--- config.mk ---
export PLATFORM = sky130hd
export DESIGN_NAME = dvi_frame_reader_flat
export DESIGN_NICKNAME = d
export VERILOG_FILES = /design/src/rtl/dvi_frame_reader_if.sv /design/src/rtl/dvi_frame_reader.sv /design/src/flat_wrapper.sv
export SDC_FILE = /design/constraint.sdc
export NUM_CORES = 1
export LEC_CHECK = 0
export ABC_AREA = 1
export CAP_MARGIN = 20
export CORE_UTILIZATION = 45
export DETAILED_ROUTE_END_ITERATION = 8
export PLACE_DENSITY = 0.95
export SLEW_MARGIN = 20
export SYNTH_ARGS = -nofsm -noshare
export SYNTH_HDL_FRONTEND = slang
export SYNTH_SLANG_ARGS = --single-unit
--- constraint.sdc ---
create_clock -name dvi_clk -period 3.7 [get_ports dvi_clk]
set_clock_uncertainty 0.15 [all_clocks]
set_input_delay 0.925 -clock dvi_clk [delete_from_list [all_inputs] [get_ports dvi_clk]]
set_output_delay 0.925 -clock dvi_clk [all_outputs]
set_load 0.005 [all_outputs]
--- src/rtl/dvi_frame_reader_if.sv ---
// Read-FIFO port bundle between the DDR2 frame buffer and the DVI-side frame reader.
interface dvi_frame_reader_if #(
  parameter int unsigned USEDW_W = 9
) ();
  logic [31:0]        fifo_data;
  logic               fifo_empty;
  logic [USEDW_W-1:0] fifo_rdusedw;
  logic               fifo_rdreq;

  modport master (output fifo_rdreq, input fifo_data, fifo_empty, fifo_rdusedw);
  modport slave  (input fifo_rdreq, output fifo_data, fifo_empty, fifo_rdusedw);
endinterface

--- src/rtl/dvi_frame_reader.sv ---
// DVI-clock consumer of the frame buffer read FIFO: paces pops to vpg timing,
// realigns RGB with the delayed syncs, and recovers from underflow via prefill.
module dvi_frame_reader #(
  parameter int unsigned FRAME_SIZE = 640,
  parameter int unsigned PREFILL    = 512,
  parameter int unsigned USEDW_W    = 9
) (
  input  logic                dvi_clk,
  input  logic                reset,
  input  logic                vpg_de,
  input  logic                vpg_hs,
  input  logic                vpg_vs,
  dvi_frame_reader_if.master  fifo,
  output logic                read_init,
  output logic                out_de,
  output logic                out_hs,
  output logic                out_vs,
  output logic [23:0]         out_data,
  output logic [19:0]         pix_cnt,
  output logic [15:0]         frame_cnt,
  output logic                underflow,
  output logic [1:0]          state
);

  localparam int unsigned LVL_W = USEDW_W + 1;
  localparam int unsigned PIX_W = 20;
  localparam int unsigned FRM_W = 16;

  typedef enum logic [1:0] {
    ST_IDLE    = 2'd0,
    ST_PREFILL = 2'd1,
    ST_WAIT_VS = 2'd2,
    ST_ACTIVE  = 2'd3
  } state_t;

  state_t           state_q, state_d;
  logic [PIX_W-1:0] pix_cnt_q, pix_cnt_d;
  logic [FRM_W-1:0] frame_cnt_q, frame_cnt_d;
  logic             read_init_q, read_init_d;
  logic             underflow_q, underflow_d;
  logic             vs_prev_q;
  logic             out_de_q, out_hs_q, out_vs_q;
  logic             rd_q;

  logic             vs_rise;
  logic             in_frame;
  logic             fifo_full;
  logic [LVL_W-1:0] fifo_level;
  logic             prefill_ok;
  logic             pop_c;
  logic             underrun_c;

  // A completely full FIFO reports rdusedw wrapped to 0; recover the true level.
  assign fifo_full  = (fifo.fifo_rdusedw == '0) && !fifo.fifo_empty;
  assign fifo_level = {fifo_full, fifo.fifo_rdusedw};
  assign prefill_ok = fifo_level >= LVL_W'(PREFILL);

  assign vs_rise    = vpg_vs & ~vs_prev_q;
  assign in_frame   = pix_cnt_q < PIX_W'(FRAME_SIZE);
  assign pop_c      = (state_q == ST_ACTIVE) & vpg_de & ~fifo.fifo_empty & in_frame & ~vs_rise;
  assign underrun_c = (state_q == ST_ACTIVE) & vpg_de &  fifo.fifo_empty & in_frame & ~vs_rise;

  assign fifo.fifo_rdreq = pop_c;

  // Next-state and registered-output computation.
  always_comb begin
    state_d     = state_q;
    pix_cnt_d   = pix_cnt_q;
    frame_cnt_d = frame_cnt_q;
    read_init_d = 1'b0;
    underflow_d = underflow_q;
    case (state_q)
      ST_IDLE: begin
        read_init_d = 1'b1;
        state_d     = ST_PREFILL;
      end
      ST_PREFILL: begin
        if (prefill_ok) state_d = ST_WAIT_VS;
      end
      ST_WAIT_VS: begin
        if (vs_rise) begin
          pix_cnt_d = '0;
          state_d   = ST_ACTIVE;
        end
      end
      ST_ACTIVE: begin
        if (vs_rise) begin
          frame_cnt_d = frame_cnt_q + FRM_W'(1);
          pix_cnt_d   = '0;
          read_init_d = 1'b1;
        end else if (underrun_c) begin
          underflow_d = 1'b1;
          state_d     = ST_PREFILL;
        end else if (pop_c) begin
          pix_cnt_d = pix_cnt_q + PIX_W'(1);
        end
      end
      default: state_d = ST_IDLE;
    endcase
  end

  always_ff @(posedge dvi_clk or posedge reset) begin
    if (reset) begin
      state_q     <= ST_IDLE;
      pix_cnt_q   <= '0;
      frame_cnt_q <= '0;
      read_init_q <= 1'b0;
      underflow_q <= 1'b0;
      vs_prev_q   <= 1'b0;
      out_de_q    <= 1'b0;
      out_hs_q    <= 1'b0;
      out_vs_q    <= 1'b0;
      rd_q        <= 1'b0;
    end else begin
      state_q     <= state_d;
      pix_cnt_q   <= pix_cnt_d;
      frame_cnt_q <= frame_cnt_d;
      read_init_q <= read_init_d;
      underflow_q <= underflow_d;
      vs_prev_q   <= vpg_vs;
      out_de_q    <= vpg_de;
      out_hs_q    <= vpg_hs;
      out_vs_q    <= vpg_vs;
      rd_q        <= pop_c;
    end
  end

  // FIFO q lands one cycle after the pop, in line with the delayed syncs.
  assign out_data  = (rd_q & out_de_q) ?
                     {fifo.fifo_data[29:22], fifo.fifo_data[19:12], fifo.fifo_data[9:2]} : 24'h0;

  assign read_init = read_init_q;
  assign out_de    = out_de_q;
  assign out_hs    = out_hs_q;
  assign out_vs    = out_vs_q;
  assign pix_cnt   = pix_cnt_q;
  assign frame_cnt = frame_cnt_q;
  assign underflow = underflow_q;
  assign state     = state_q;

  logic unused_fifo_bits;
  assign unused_fifo_bits = &{1'b0, fifo.fifo_data[31:30], fifo.fifo_data[21:20],
                              fifo.fifo_data[11:10], fifo.fifo_data[1:0]};

endmodule

--- src/flat_wrapper.sv ---
// flat-port wrapper written by rule: the top's interface ports become plain ports
module dvi_frame_reader_flat 
#(
  parameter int unsigned FRAME_SIZE = 640,
  parameter int unsigned PREFILL    = 512,
  parameter int unsigned USEDW_W    = 9
)
  (dvi_clk, reset, vpg_de, vpg_hs, vpg_vs, read_init, out_de, out_hs, out_vs, out_data, pix_cnt, frame_cnt, underflow, state, fifo_fifo_rdreq, fifo_fifo_data, fifo_fifo_empty, fifo_fifo_rdusedw);
  dvi_frame_reader_if #(.USEDW_W(USEDW_W)) fifo_i ();
  input  logic dvi_clk;
  input  logic reset;
  input  logic vpg_de;
  input  logic vpg_hs;
  input  logic vpg_vs;
  output logic read_init;
  output logic out_de;
  output logic out_hs;
  output logic out_vs;
  output logic [23:0] out_data;
  output logic [19:0] pix_cnt;
  output logic [15:0] frame_cnt;
  output logic underflow;
  output logic [1:0] state;
  output wire logic [$bits(fifo_i.fifo_rdreq)-1:0] fifo_fifo_rdreq;
  input wire logic [$bits(fifo_i.fifo_data)-1:0] fifo_fifo_data;
  input wire logic [$bits(fifo_i.fifo_empty)-1:0] fifo_fifo_empty;
  input wire logic [$bits(fifo_i.fifo_rdusedw)-1:0] fifo_fifo_rdusedw;
  assign fifo_fifo_rdreq = fifo_i.fifo_rdreq;
  assign fifo_i.fifo_data = fifo_fifo_data;
  assign fifo_i.fifo_empty = fifo_fifo_empty;
  assign fifo_i.fifo_rdusedw = fifo_fifo_rdusedw;
  dvi_frame_reader #(.FRAME_SIZE(FRAME_SIZE), .PREFILL(PREFILL), .USEDW_W(USEDW_W)) u_core (.dvi_clk(dvi_clk), .reset(reset), .vpg_de(vpg_de), .vpg_hs(vpg_hs), .vpg_vs(vpg_vs), .fifo(fifo_i), .read_init(read_init), .out_de(out_de), .out_hs(out_hs), .out_vs(out_vs), .out_data(out_data), .pix_cnt(pix_cnt), .frame_cnt(frame_cnt), .underflow(underflow), .state(state));
endmodule
==> out/summary.txt <==
H-tree depth - 2
worst-margin pin slew - 698.0 ps
Area growth syn-to-layout - 48.73%
Critical Path Slowest Stage Cell - clkdlybuf4s50_1
CTS Sinks - 44
Core ar. - 5238 µm²
power density cells - 409.7 nW/µm²
routed wire length - 6.269 mm
Critical Path Fanout Max - 9
#FFs+latches synth - 44
first-pass GRT wire length - 10.09 mm
cell taking the most area after synthesis - dfrtp_1
largest net degree at the start of global routing - 45
total number of vias - 2429
All-Layer GR Usage - 21.57%
Site Rows - 26
Slew HR - 53.36%
Total Neg Setup Slack - 0 ps
r2r endpoint - u_core.pix_cnt[1]
setup repair bufs after CTS - 0
critical path data arrival time - 2390 ps
post_cts resized - 0
Iteration-0 DRC Markers - 146
Antenna Violating Nets Remaining - 0
Post-Place Cells - 507
Crit path max-delay family - buffers and inverters
vias in the first global route - 2269
end point of the critical path - fifo_fifo_rdreq
Die X - 76.59 µm
fin crit share - 93.70%
Setup crit start - vpg_vs
status - finished, final reports clean
worst hold slack - 328.9 ps
Final setup viols - 0
Routed WL per cell - 12.17 µm
sequential element share of the synthesized area - 43.98%
IO Count - 115
cell area after synthesis - 2504 µm²
WP depth - 7
Clk Latency, worst-skew pair - 300 ps
CTS root buf - clkbuf_8
slowest cell delay on critical path - 510 ps
min Tclk post-route - 3467 ps
CP Launch Type - primary input
DR pass1 iterations - 4
Most common cell on crit path - clkdlybuf4s50_1
Die H - 76.59 µm
DRC viols - 0
Worst Setup Slack, final - 233.0 ps
Synth Instances - 334
Worst R2R Path Depth - 9
# port buffers - 106
Starting Density - 47.80%
ant diodes - 0
CP cell instances - clkdlybuf4s50_1 -> nand2_4 -> nand2_1 -> nor2_1 -> nand3_1 -> inv_1 -> clkdlybuf4s50_1
Final Max Tran Viols - 0
Setup crit end kind - primary output
Synth cell types - 29
maximum vdd ir drop - 0.0003408 V
final cell count without fillers - 515
CTS tree - done
f_max - 288.4 MHz
Final Total Pwr - 1.525 mW
maxcap violations - 0
pre-CTS WS - 221.1 ps
reg2reg setup slack - 1840 ps
Req. time, crit path - 2620 ps
total gr overflow - 0
HP Class - flop to flop
clock transition at the registers of the reported paths - 80 ps
ratio of cells with drive above 1 in the final layout - 7.416%
mean post-synth cell area - 7.496 µm²
RSZ-0062 raised after global routing - false
Synth warnings - 0
HPWL after DPL - 4.823 mm
initial antenna violation count - 0
gpl congestion - 0.8855
Buf/Inv on CP - 3
Die ar. - 5866 µm²
Lkg Pwr - 1.806 nW
Synth area leaders - dfrtp_1 44%, nand2_1 10%, inv_1 9.9%, nor2_1 8.4%, ha_1 3.5%
Final #Nets - 498
Final Hold Fails - 0
Critical R2R Launch - u_core.state[0]
HP Start - u_core.underflow
# hold bufs at CTS - 0
fill cell count - 386
top cell type's share of synthesized area - 43.98%
Clock Tree Buf Depth - 2
crit path kind - primary input to primary output
syn_nets - 388
CTS Buf Count - 5
via-per-instance ratio - 4.717
Yosys cell counts:
cell type / instances
nand4_1: 11
inv_2: 1
nor4_4: 1
o21bai_1: 1
buf_2: 2
clkbuf_1: 2
nand3_1: 17
ha_1: 7
nand2_1: 70
nor3b_1: 1
a21o_1: 3
o21ai_0: 11
o21a_1: 1
nor2_1: 56
inv_1: 66
or2_2: 1
nor3_1: 6
buf_6: 1
dfrtp_1: 44
nor3_2: 1
nor2_4: 2
clkinv_2: 1
nor2_2: 11
nand2_2: 2
xnor2_1: 4
xor2_1: 5
a21oi_1: 3
nand2_4: 2
buf_8: 1
how the worst min path moves through the flow:
stage,cells after the start,slack (ps),to
after CTS,2,340,u_core.underflow
after floorplan,2,310,u_core.underflow
after global routing,2,350,u_core.underflow
after global placement,2,310,u_core.underflow
final,2,330,u_core.underflow
after detailed placement,2,320,u_core.underflow
area by class of cell:
| class | instances | area [µm²] | area share, % |
|---|---|---|---|
| Sequential cell | 44 | 1101 | 29.57 |
| Clock inverter | 3 | 23.77 | 0.6384 |
| Tap cell | 70 | 87.58 | 2.352 |
| Inverter | 68 | 256.5 | 6.888 |
| Multi-Input combinational cell | 216 | 1102 | 29.60 |
| Clock buffer | 5 | 68.82 | 1.848 |
| Timing Repair Buffer | 109 | 1084 | 29.10 |
registers in the layout, indices dropped and copies added, names as in the netlist:
register          cells
u_core.rd_q           1
u_core.state          2
u_core.read_init      1
u_core.out_de         1
u_core.out_hs         1
u_core.vs_prev_q      1
u_core.underflow      1
u_core.frame_cnt     16
u_core.pix_cnt       20
power breakdown:
| part | total, mW | switching (mW) | leakage [nW] | internal [mW] |
|---|---|---|---|---|
| Clock | 0.306 | 0.173 | 0.0404 | 0.134 |
| Sequential | 0.636 | 0.0777 | 0.562 | 0.559 |
| Combinational | 0.583 | 0.285 | 1.20 | 0.297 |
tightest hold or removal path: cells and delay by family (launching register included):
family | cells | cell delay, ps
AND/OR/NAND/NOR | 1 | 50
flip-flops | 1 | 350
buffers and inverters | 1 | 40
placed cells by master, fill, tap and decap left out, types with 3 or more instances in the layout:
master and instances:
clkdlybuf4s50_1 106, nand2_1 70, inv_1 66, nor2_1 56, dfrtp_1 44, nand3_1 17
nor2_2 11, nand4_1 11, o21ai_0 11, ha_1 7, nor3_1 6, xor2_1 5
clkbuf_8 5, xnor2_1 4, a21oi_1 3, a21o_1 3, buf_4 3
per-layer routing:
| layer | wire, µm | part of all wire [%] | up-vias | GRT usage (%) |
|---|---|---|---|---|
| li1 | - | - | 1226 | - |
| met1 | 2521 | 40 | 1083 | 23.62 |
| met2 | 3114 | 50 | 110 | 38.65 |
| met3 | 533 | 8.5 | 10 | 6.826 |
| met4 | 99 | 1.6 | 0 | 8.269 |
| met5 | 0 | 0 | - | 0 |
stage by stage:
step           cell area (µm²)  util (%)
5_1_grt                   3724     71.09
2_1_floorplan             2504         -
3_5_place_dp              3631     69.33
3_3_place_gp              3631     69.33
6_report                  3724     71.09
4_1_cts                   3724     71.09
kinds of logic (layout without fill, tap and decap cells):
kind of cell	count (synthesis)	in the layout	synth area share, %
XOR/XNOR	9	9	3.148
flip-flops	44	44	43.98
buffers and inverters	74	185	11.99
adder cells (fa/ha/maj)	7	7	3.498
AO/OA/AOI/OAI	19	19	4.298
AND/OR/NAND/NOR	181	181	33.08
(Power assumes the default switching activity.)
